File: config.mk
export PLATFORM = sky130hd
export DESIGN_NAME = keypad_scanner_flat
export DESIGN_NICKNAME = d
export VERILOG_FILES = /design/src/rtl/keypad_pkg.sv /design/src/rtl/keypad_scanner_if.sv /design/src/rtl/keypad_tick.sv /design/src/rtl/keypad_scanner.sv /design/src/flat_wrapper.sv
export SDC_FILE = /design/constraint.sdc
export NUM_CORES = 1
export LEC_CHECK = 0
export BUFFER_PORTS_ARGS = -buffer_cell sky130_fd_sc_hd__buf_2
export CAP_MARGIN = 20
export CORE_MARGIN = 2
export CORE_UTILIZATION = 50
export CTS_CLUSTER_SIZE = 16
export DETAILED_ROUTE_END_ITERATION = 6
export GPL_ROUTABILITY_DRIVEN = 0
export PLACE_DENSITY = 0.66
export SETUP_SLACK_MARGIN = 0.02
export SKIP_CTS_REPAIR_TIMING = 1
export SLEW_MARGIN = 25
export SYNTH_ARGS = -nofsm -noshare
export SYNTH_HDL_FRONTEND = slang
export SYNTH_HIERARCHICAL = 1
export SYNTH_SLANG_ARGS = --single-unit
export TNS_END_PERCENT = 20
File: constraint.sdc
create_clock -name clk -period 6.19 [get_ports clk]
set_clock_uncertainty 0.15 [all_clocks]
set_input_delay 0.3095 -clock clk [delete_from_list [all_inputs] [get_ports clk]]
set_output_delay 0.3095 -clock clk [all_outputs]
set_load 0.01 [all_outputs]
File: src/rtl/keypad_pkg.sv
// keypad_pkg: shared types, constants and helpers for the matrix-keypad scanner.
//   state_t       - scanner FSM states
//   ROWS_IDLE     - row sample with no key pressed (rows are active-low)
//   col_onehot_n  - active-low one-hot column strobe for a column index
package keypad_pkg;

  localparam int unsigned ROW_W  = 4;
  localparam int unsigned COL_W  = 4;
  localparam int unsigned IDX_W  = 2;
  localparam int unsigned CODE_W = 4;
  localparam int unsigned CNT_W  = 4;

  typedef enum logic [1:0] {
    SCAN     = 2'd0,
    DEBOUNCE = 2'd1,
    HELD     = 2'd2,
    RELEASE  = 2'd3
  } state_t;

  localparam logic [ROW_W-1:0] ROWS_IDLE = 4'b1111;

  function automatic logic [COL_W-1:0] col_onehot_n(input logic [IDX_W-1:0] idx);
    logic [COL_W-1:0] strobe;
    strobe      = '1;
    strobe[idx] = 1'b0;
    return strobe;
  endfunction

endpackage

File: src/rtl/keypad_scanner_if.sv
// keypad_scanner_if: keypad-side and key-output signals of the scanner.
//   row_in     - keypad rows, active-low, asynchronous
//   col_select - active-low one-hot column strobe
//   key_code   - last accepted key (row*4 + col)
//   key_valid  - one-cycle pulse per accepted press
//   key_held   - accepted key not yet released
// master: the scanner; slave: keypad model / key consumer.
interface keypad_scanner_if;
  import keypad_pkg::*;

  logic [ROW_W-1:0]  row_in;
  logic [COL_W-1:0]  col_select;
  logic [CODE_W-1:0] key_code;
  logic              key_valid;
  logic              key_held;

  modport master (
    input  row_in,
    output col_select,
    output key_code,
    output key_valid,
    output key_held
  );

  modport slave (
    output row_in,
    input  col_select,
    input  key_code,
    input  key_valid,
    input  key_held
  );
endinterface

File: src/rtl/keypad_tick.sv
// keypad_tick: free-running prescaler, one-cycle tick every SCAN_DIV cycles.
//   clk, rst - clock, synchronous active-high reset
//   tick     - high for one cycle while the count sits at SCAN_DIV-1
module keypad_tick #(
  parameter int unsigned SCAN_DIV = 125000
) (
  input  logic clk,
  input  logic rst,
  output logic tick
);

  localparam int unsigned CW   = (SCAN_DIV > 1) ? $clog2(SCAN_DIV) : 1;
  localparam logic [CW-1:0] LAST = CW'(SCAN_DIV - 1);
  localparam logic [CW-1:0] PRE  = CW'(SCAN_DIV - 2);

  logic [CW-1:0] count;

  // tick is registered one count early so it coincides with the terminal count
  always_ff @(posedge clk) begin
    if (rst) begin
      count <= '0;
      tick  <= 1'b0;
    end else begin
      count <= (count == LAST) ? '0 : count + CW'(1);
      tick  <= (count == PRE);
    end
  end

endmodule

File: src/rtl/keypad_scanner.sv
// keypad_scanner: scans a 4x4 active-low matrix keypad, debounces, and reports
// one key at a time.
//   clk, rst - clock, synchronous active-high reset
//   bus      - keypad_scanner_if.master (row_in in; col_select, key_code,
//              key_valid, key_held out)
module keypad_scanner
  import keypad_pkg::*;
#(
  parameter int unsigned SCAN_DIV       = 125000,
  parameter int unsigned DEBOUNCE_SCANS = 4
) (
  input  logic                clk,
  input  logic                rst,
  keypad_scanner_if.master    bus
);

  localparam logic [CNT_W-1:0] DEB_N = CNT_W'(DEBOUNCE_SCANS);

  logic [ROW_W-1:0]  sync1, rs;
  logic              tick;
  state_t            state, state_d;
  logic [IDX_W-1:0]  col, col_d;
  logic [IDX_W-1:0]  cand_row, cand_row_d;
  logic [IDX_W-1:0]  cand_col, cand_col_d;
  logic [CNT_W-1:0]  cnt, cnt_d, cnt_inc;
  logic [IDX_W-1:0]  row_idx;
  logic              key_present;
  logic              accept, release_done;
  logic [CODE_W-1:0] key_code_d;
  logic              key_held_d, key_valid_d;
  logic [COL_W-1:0]  col_select_d;

  keypad_tick #(.SCAN_DIV(SCAN_DIV)) u_tick (
    .clk  (clk),
    .rst  (rst),
    .tick (tick)
  );

  // Two-flop synchronizer for the asynchronous rows
  always_ff @(posedge clk) begin
    if (rst) begin
      sync1 <= ROWS_IDLE;
      rs    <= ROWS_IDLE;
    end else begin
      sync1 <= bus.row_in;
      rs    <= sync1;
    end
  end

  // Priority encoder: lowest-numbered low row wins
  always_comb begin
    row_idx     = '0;
    key_present = (rs != ROWS_IDLE);
    for (int i = ROW_W - 1; i >= 0; i--) begin
      if (!rs[i]) row_idx = IDX_W'(i);
    end
  end

  assign cnt_inc = (cnt == DEB_N) ? cnt : cnt + CNT_W'(1);

  // State register with its datapath companions
  always_ff @(posedge clk) begin
    if (rst) begin
      state    <= SCAN;
      col      <= '0;
      cand_row <= '0;
      cand_col <= '0;
      cnt      <= '0;
    end else begin
      state    <= state_d;
      col      <= col_d;
      cand_row <= cand_row_d;
      cand_col <= cand_col_d;
      cnt      <= cnt_d;
    end
  end

  // Next-state logic; everything moves only on a scan tick
  always_comb begin
    state_d      = state;
    col_d        = col;
    cand_row_d   = cand_row;
    cand_col_d   = cand_col;
    cnt_d        = cnt;
    accept       = 1'b0;
    release_done = 1'b0;
    if (tick) begin
      unique case (state)
        SCAN: begin
          if (!key_present) begin
            col_d = col + IDX_W'(1);
          end else begin
            cand_row_d = row_idx;
            cand_col_d = col;
            cnt_d      = CNT_W'(1);
            if (DEB_N == CNT_W'(1)) begin
              accept  = 1'b1;
              state_d = HELD;
            end else begin
              state_d = DEBOUNCE;
            end
          end
        end
        DEBOUNCE: begin
          if (key_present && (row_idx == cand_row)) begin
            cnt_d = cnt_inc;
            if (cnt_inc == DEB_N) begin
              accept  = 1'b1;
              state_d = HELD;
            end
          end else begin
            cnt_d   = '0;
            state_d = SCAN;
            col_d   = col + IDX_W'(1);
          end
        end
        HELD: begin
          // Only the accepted row matters; other rows are ignored
          if (rs[cand_row]) begin
            if (DEB_N == CNT_W'(1)) begin
              release_done = 1'b1;
              cnt_d        = '0;
              state_d      = SCAN;
              col_d        = col + IDX_W'(1);
            end else begin
              cnt_d   = CNT_W'(1);
              state_d = RELEASE;
            end
          end
        end
        RELEASE: begin
          if (rs[cand_row]) begin
            cnt_d = cnt_inc;
            if (cnt_inc == DEB_N) begin
              release_done = 1'b1;
              cnt_d        = '0;
              state_d      = SCAN;
              col_d        = col + IDX_W'(1);
            end
          end else begin
            cnt_d   = '0;
            state_d = HELD;
          end
        end
        default: state_d = SCAN;
      endcase
    end
  end

  // Output decode feeding the output registers
  always_comb begin
    key_code_d   = bus.key_code;
    key_held_d   = bus.key_held;
    key_valid_d  = accept;
    col_select_d = col_onehot_n(col_d);
    if (accept) begin
      key_code_d = {cand_row_d, cand_col_d};
      key_held_d = 1'b1;
    end
    if (release_done) key_held_d = 1'b0;
  end

  always_ff @(posedge clk) begin
    if (rst) begin
      bus.col_select <= col_onehot_n('0);
      bus.key_code   <= '0;
      bus.key_valid  <= 1'b0;
      bus.key_held   <= 1'b0;
    end else begin
      bus.col_select <= col_select_d;
      bus.key_code   <= key_code_d;
      bus.key_valid  <= key_valid_d;
      bus.key_held   <= key_held_d;
    end
  end

endmodule
File: src/flat_wrapper.sv
// flat-port wrapper written by rule: the top's interface ports become plain ports
module keypad_scanner_flat import keypad_pkg::*;
#(
  parameter int unsigned SCAN_DIV       = 125000,
  parameter int unsigned DEBOUNCE_SCANS = 4
)
  (clk, rst, bus_row_in, bus_col_select, bus_key_code, bus_key_valid, bus_key_held);
  keypad_scanner_if bus_i ();
  input  logic clk;
  input  logic rst;
  input wire logic [$bits(bus_i.row_in)-1:0] bus_row_in;
  output wire logic [$bits(bus_i.col_select)-1:0] bus_col_select;
  output wire logic [$bits(bus_i.key_code)-1:0] bus_key_code;
  output wire logic [$bits(bus_i.key_valid)-1:0] bus_key_valid;
  output wire logic [$bits(bus_i.key_held)-1:0] bus_key_held;
  assign bus_i.row_in = bus_row_in;
  assign bus_col_select = bus_i.col_select;
  assign bus_key_code = bus_i.key_code;
  assign bus_key_valid = bus_i.key_valid;
  assign bus_key_held = bus_i.key_held;
  keypad_scanner #(.SCAN_DIV(SCAN_DIV), .DEBOUNCE_SCANS(DEBOUNCE_SCANS)) u_core (.clk(clk), .rst(rst), .bus(bus_i));
endmodule
==> key figures <==
Outcome
  • Status: finished clean

Logic synthesis
  • Post-synth top area share: 0.418
  • FF+latch count, synth: between 40 and 50
  • Ys Warns: 6
  • Mapped cell area: between 2000 and 2500 um2
  • Cells after synthesis: 256
  • Net Count, Synth: ~270
  • Number of enable flip-flop cells after synthesis: 0
  • Area leader, netlist: dfxtp_1
  • Async SR Flop Fraction: 0
  • Most used DFF post-synth: dfxtp_1
  • Synth top area cells: dfxtp_1 (42%), nor2_1 (6.0%), xnor2_1 (5.7%), or2_2 (2.4%), nand3_1 (2.4%)
  • Synth Area per Inst: 8.98 um2
  • Distinct cells, synth: 58
  • Seq/Total Area, Yosys: 0.418

Critical path
  • CP max FO: 9
  • FF-to-FF Start: u_core/cnt[0]
  • Worst setup path class: register to register
  • R2R Path End: u_core/bus.key_held
  • Register-to-register setup slack: ~3.3 ns
  • CP Data Arrival Time: between 2 and 3 ns
  • Startpoint types: register
  • Crit end category: register
  • Setup crit start: u_core/cnt[0]
  • Worst setup path endpoint: u_core/bus.key_held
  • Reg2Reg Depth: 8
  • Critical Path RT: 6.25 ns

Drt
  • DRC Markers: 0
  • DR vias: 1824
  • Final antenna-violating net count: 0
  • Drt first pass iters: 4
  • DR iter-0 viols: about 150
  • Via/cell ratio: 5.68
  • Drt wl/cell: 13.5 um
  • Total wire length: 4330 um

Layout
  • Commonest non-fill, non-tap cell in the layout: dfxtp_1
  • Share of cells above drive strength 1: 0.164
  • Post-route insts no fill: 321
  • Fill count: about 410
  • Area grow syn2layout: 7.89%
  • Post-layout nets: between 200 and 300
  • N_diodes: 0
  • Most frequent cells in the layout: dfxtp_1 (48), nor2_1 (37), buf_2 (15), xnor2_1 (15), nand2_1 (13)

STA
  • Hold Fails Final Rpt: 0
  • Min Tclk post-route: 2.85 ns
  • RSZ-0062 raised after global routing: no
  • WHS: 0.0364 ns
  • Final worst-path cycle share: 0.461
  • Worst slew pin tran: 0.670 ns
  • Final setup violation count: 0
  • F_max: 351 MHz
  • Setup TNS Final: 0 ns
  • Rel. slew slack: 0.547
  • Max Slew Vio Count: 0

Global route
  • Met2 usage: 0.303
  • Vias in the first global route: 1768
  • Met1 usage: 0.258
  • Grt ovf: 0
  • Largest net degree at the start of global routing: 29
  • Gr usage total: 0.195
  • M3 GR Usage: 0.0408
  • First-pass GRT wire length: 8020 um
  • Antenna violations before repair: 0
  • Layer with the highest usage: met2

Die
  • Starting Density: 0.524
  • Die ar.: 5160 um2
  • Top Ports: 16
  • Die extent in x: 71.8 um
  • Die height: 71.8 um
  • Rows: 24
  • Core area: 4380 um2

Place
  • DP HPWL: 3050 um
  • Port buffer count: 15
  • Cells after DPL: ~310

CTS
  • CTS root buffer: clkbuf_8
  • Clock sink count: 48
  • H-Tree Depth: 2
  • Bufs on Longest Clock Path: 2
  • Clock Latency Late Sink: 0.30 ns
  • Num CTS Buffers: 5
  • Clock-pin slew on the worst setup and hold paths: approximately 0.090 ns
  • TritonCTS clock tree: built

Job
  • Max-cap violation count: 0

Min path
  • Worst Hold Class: input port to register

Power and ir drop
  • Pwr Density: roughly 210 nW/um2
  • Lkg Pwr: ~0.9 nW
  • Power Total: 0.000523 W
  • VDD IR max: around 120 uV
state kept, by name, indices dropped and copies added (netlist names):
register,count
u_core/bus.key_held,1
u_core/u_tick/count,17
u_core/col,2
u_core/bus.key_code,4
u_core/rs,4
u_core/state,2
u_core/u_tick/tick,1
u_core/sync1,4
u_core/cand_col,2
u_core/bus.col_select,4
u_core/cand_row,2
u_core/bus.key_valid,1
u_core/cnt,4
layer usage:
| metal | share of wire | up-vias | routed length (um) |
|---|---|---|---|
| met4 | 0.021 | 0 | 89 |
| met5 | 0 | - | 0 |
| met1 | 0.47 | 837 | 2030 |
| met2 | 0.46 | 43 | 2010 |
| met3 | 0.047 | 9 | 203 |
| li1 | - | 935 | - |
cells by family (layout without fill, tap and decap cells):
| logic type | count (synthesis) | after routing | synth area share |
|---|---|---|---|
| simple gates | 119 | 119 | 0.279 |
| xor+xnor | 17 | 17 | 0.0648 |
| buf+inv | 21 | 34 | 0.0414 |
| fa+ha+maj | 4 | 4 | 0.0218 |
| compound gates | 40 | 40 | 0.137 |
| mux | 7 | 7 | 0.0386 |
| flops | 48 | 48 | 0.418 |
worst max-delay path: stages, from the launching register on:
cell	delay [ns]
dfxtp_1	0.43
inv_1	0.09
ha_1	0.23
nor2b_1	0.13
o211ai_1	0.18
nor4b_1	0.58
nand4_1	0.47
nor2b_1	0.28
a311oi_1	0.22
report_power, final:
group,leakage (nW),internal [W],switching (W)
Sequential,0.389,0.000313,0.00000442
Combinational,0.484,0.00000771,0.0000110
Clock,0.0473,0.0000891,0.0000981
synthesized netlist by cell type, types with 5 or more instances:
cell type / count
or2_2: 9
xnor2_1: 15
nand2_1: 13
clkbuf_1: 6
nor3_1: 10
nand3_1: 11
nor2b_1: 5
nor4_1: 5
dfxtp_1: 48
nor2_1: 37
inv_1: 12
o21ai_0: 6
nand4_1: 7
per-stage QoR:
step / instance area (um2) / setup slack [ns] / util
after floorplan: 2300 / 3.64 / -
after global placement: 2390 / 3.44 / 0.545
after detailed placement: 2390 / 3.38 / 0.545
after CTS: 2480 / 3.34 / 0.566
after global routing: 2480 / 3.01 / 0.566
final: 2480 / 3.34 / 0.566
worst min-delay path by stage:
stage	from	end	slack [ns]	cells past startpoint
5_1_grt	bus_row_in[2]	u_core/sync1[2]	0.04	2
4_1_cts	bus_row_in[0]	u_core/sync1[0]	0.03	2
3_3_place_gp	u_core/sync1[2]	u_core/rs[2]	0.24	1
6_report	bus_row_in[2]	u_core/sync1[2]	0.04	2
2_1_floorplan	rst	u_core/u_tick/count[2]	0.23	1
3_5_place_dp	u_core/sync1[3]	u_core/rs[3]	0.25	1
cell type report:
cell class                 count  area [um2]  share of cell area
inverter                      12        45.0              0.0182
timing repair buffer          15        75.1              0.0303
multi-input combinational    187        1240               0.501
clock inverter                 1        8.76             0.00353
clock buffer                   6        82.6              0.0333
tap                           52        65.1              0.0262
sequential                    48         961               0.387
Note: power is estimated with default switching activity, not from simulation.
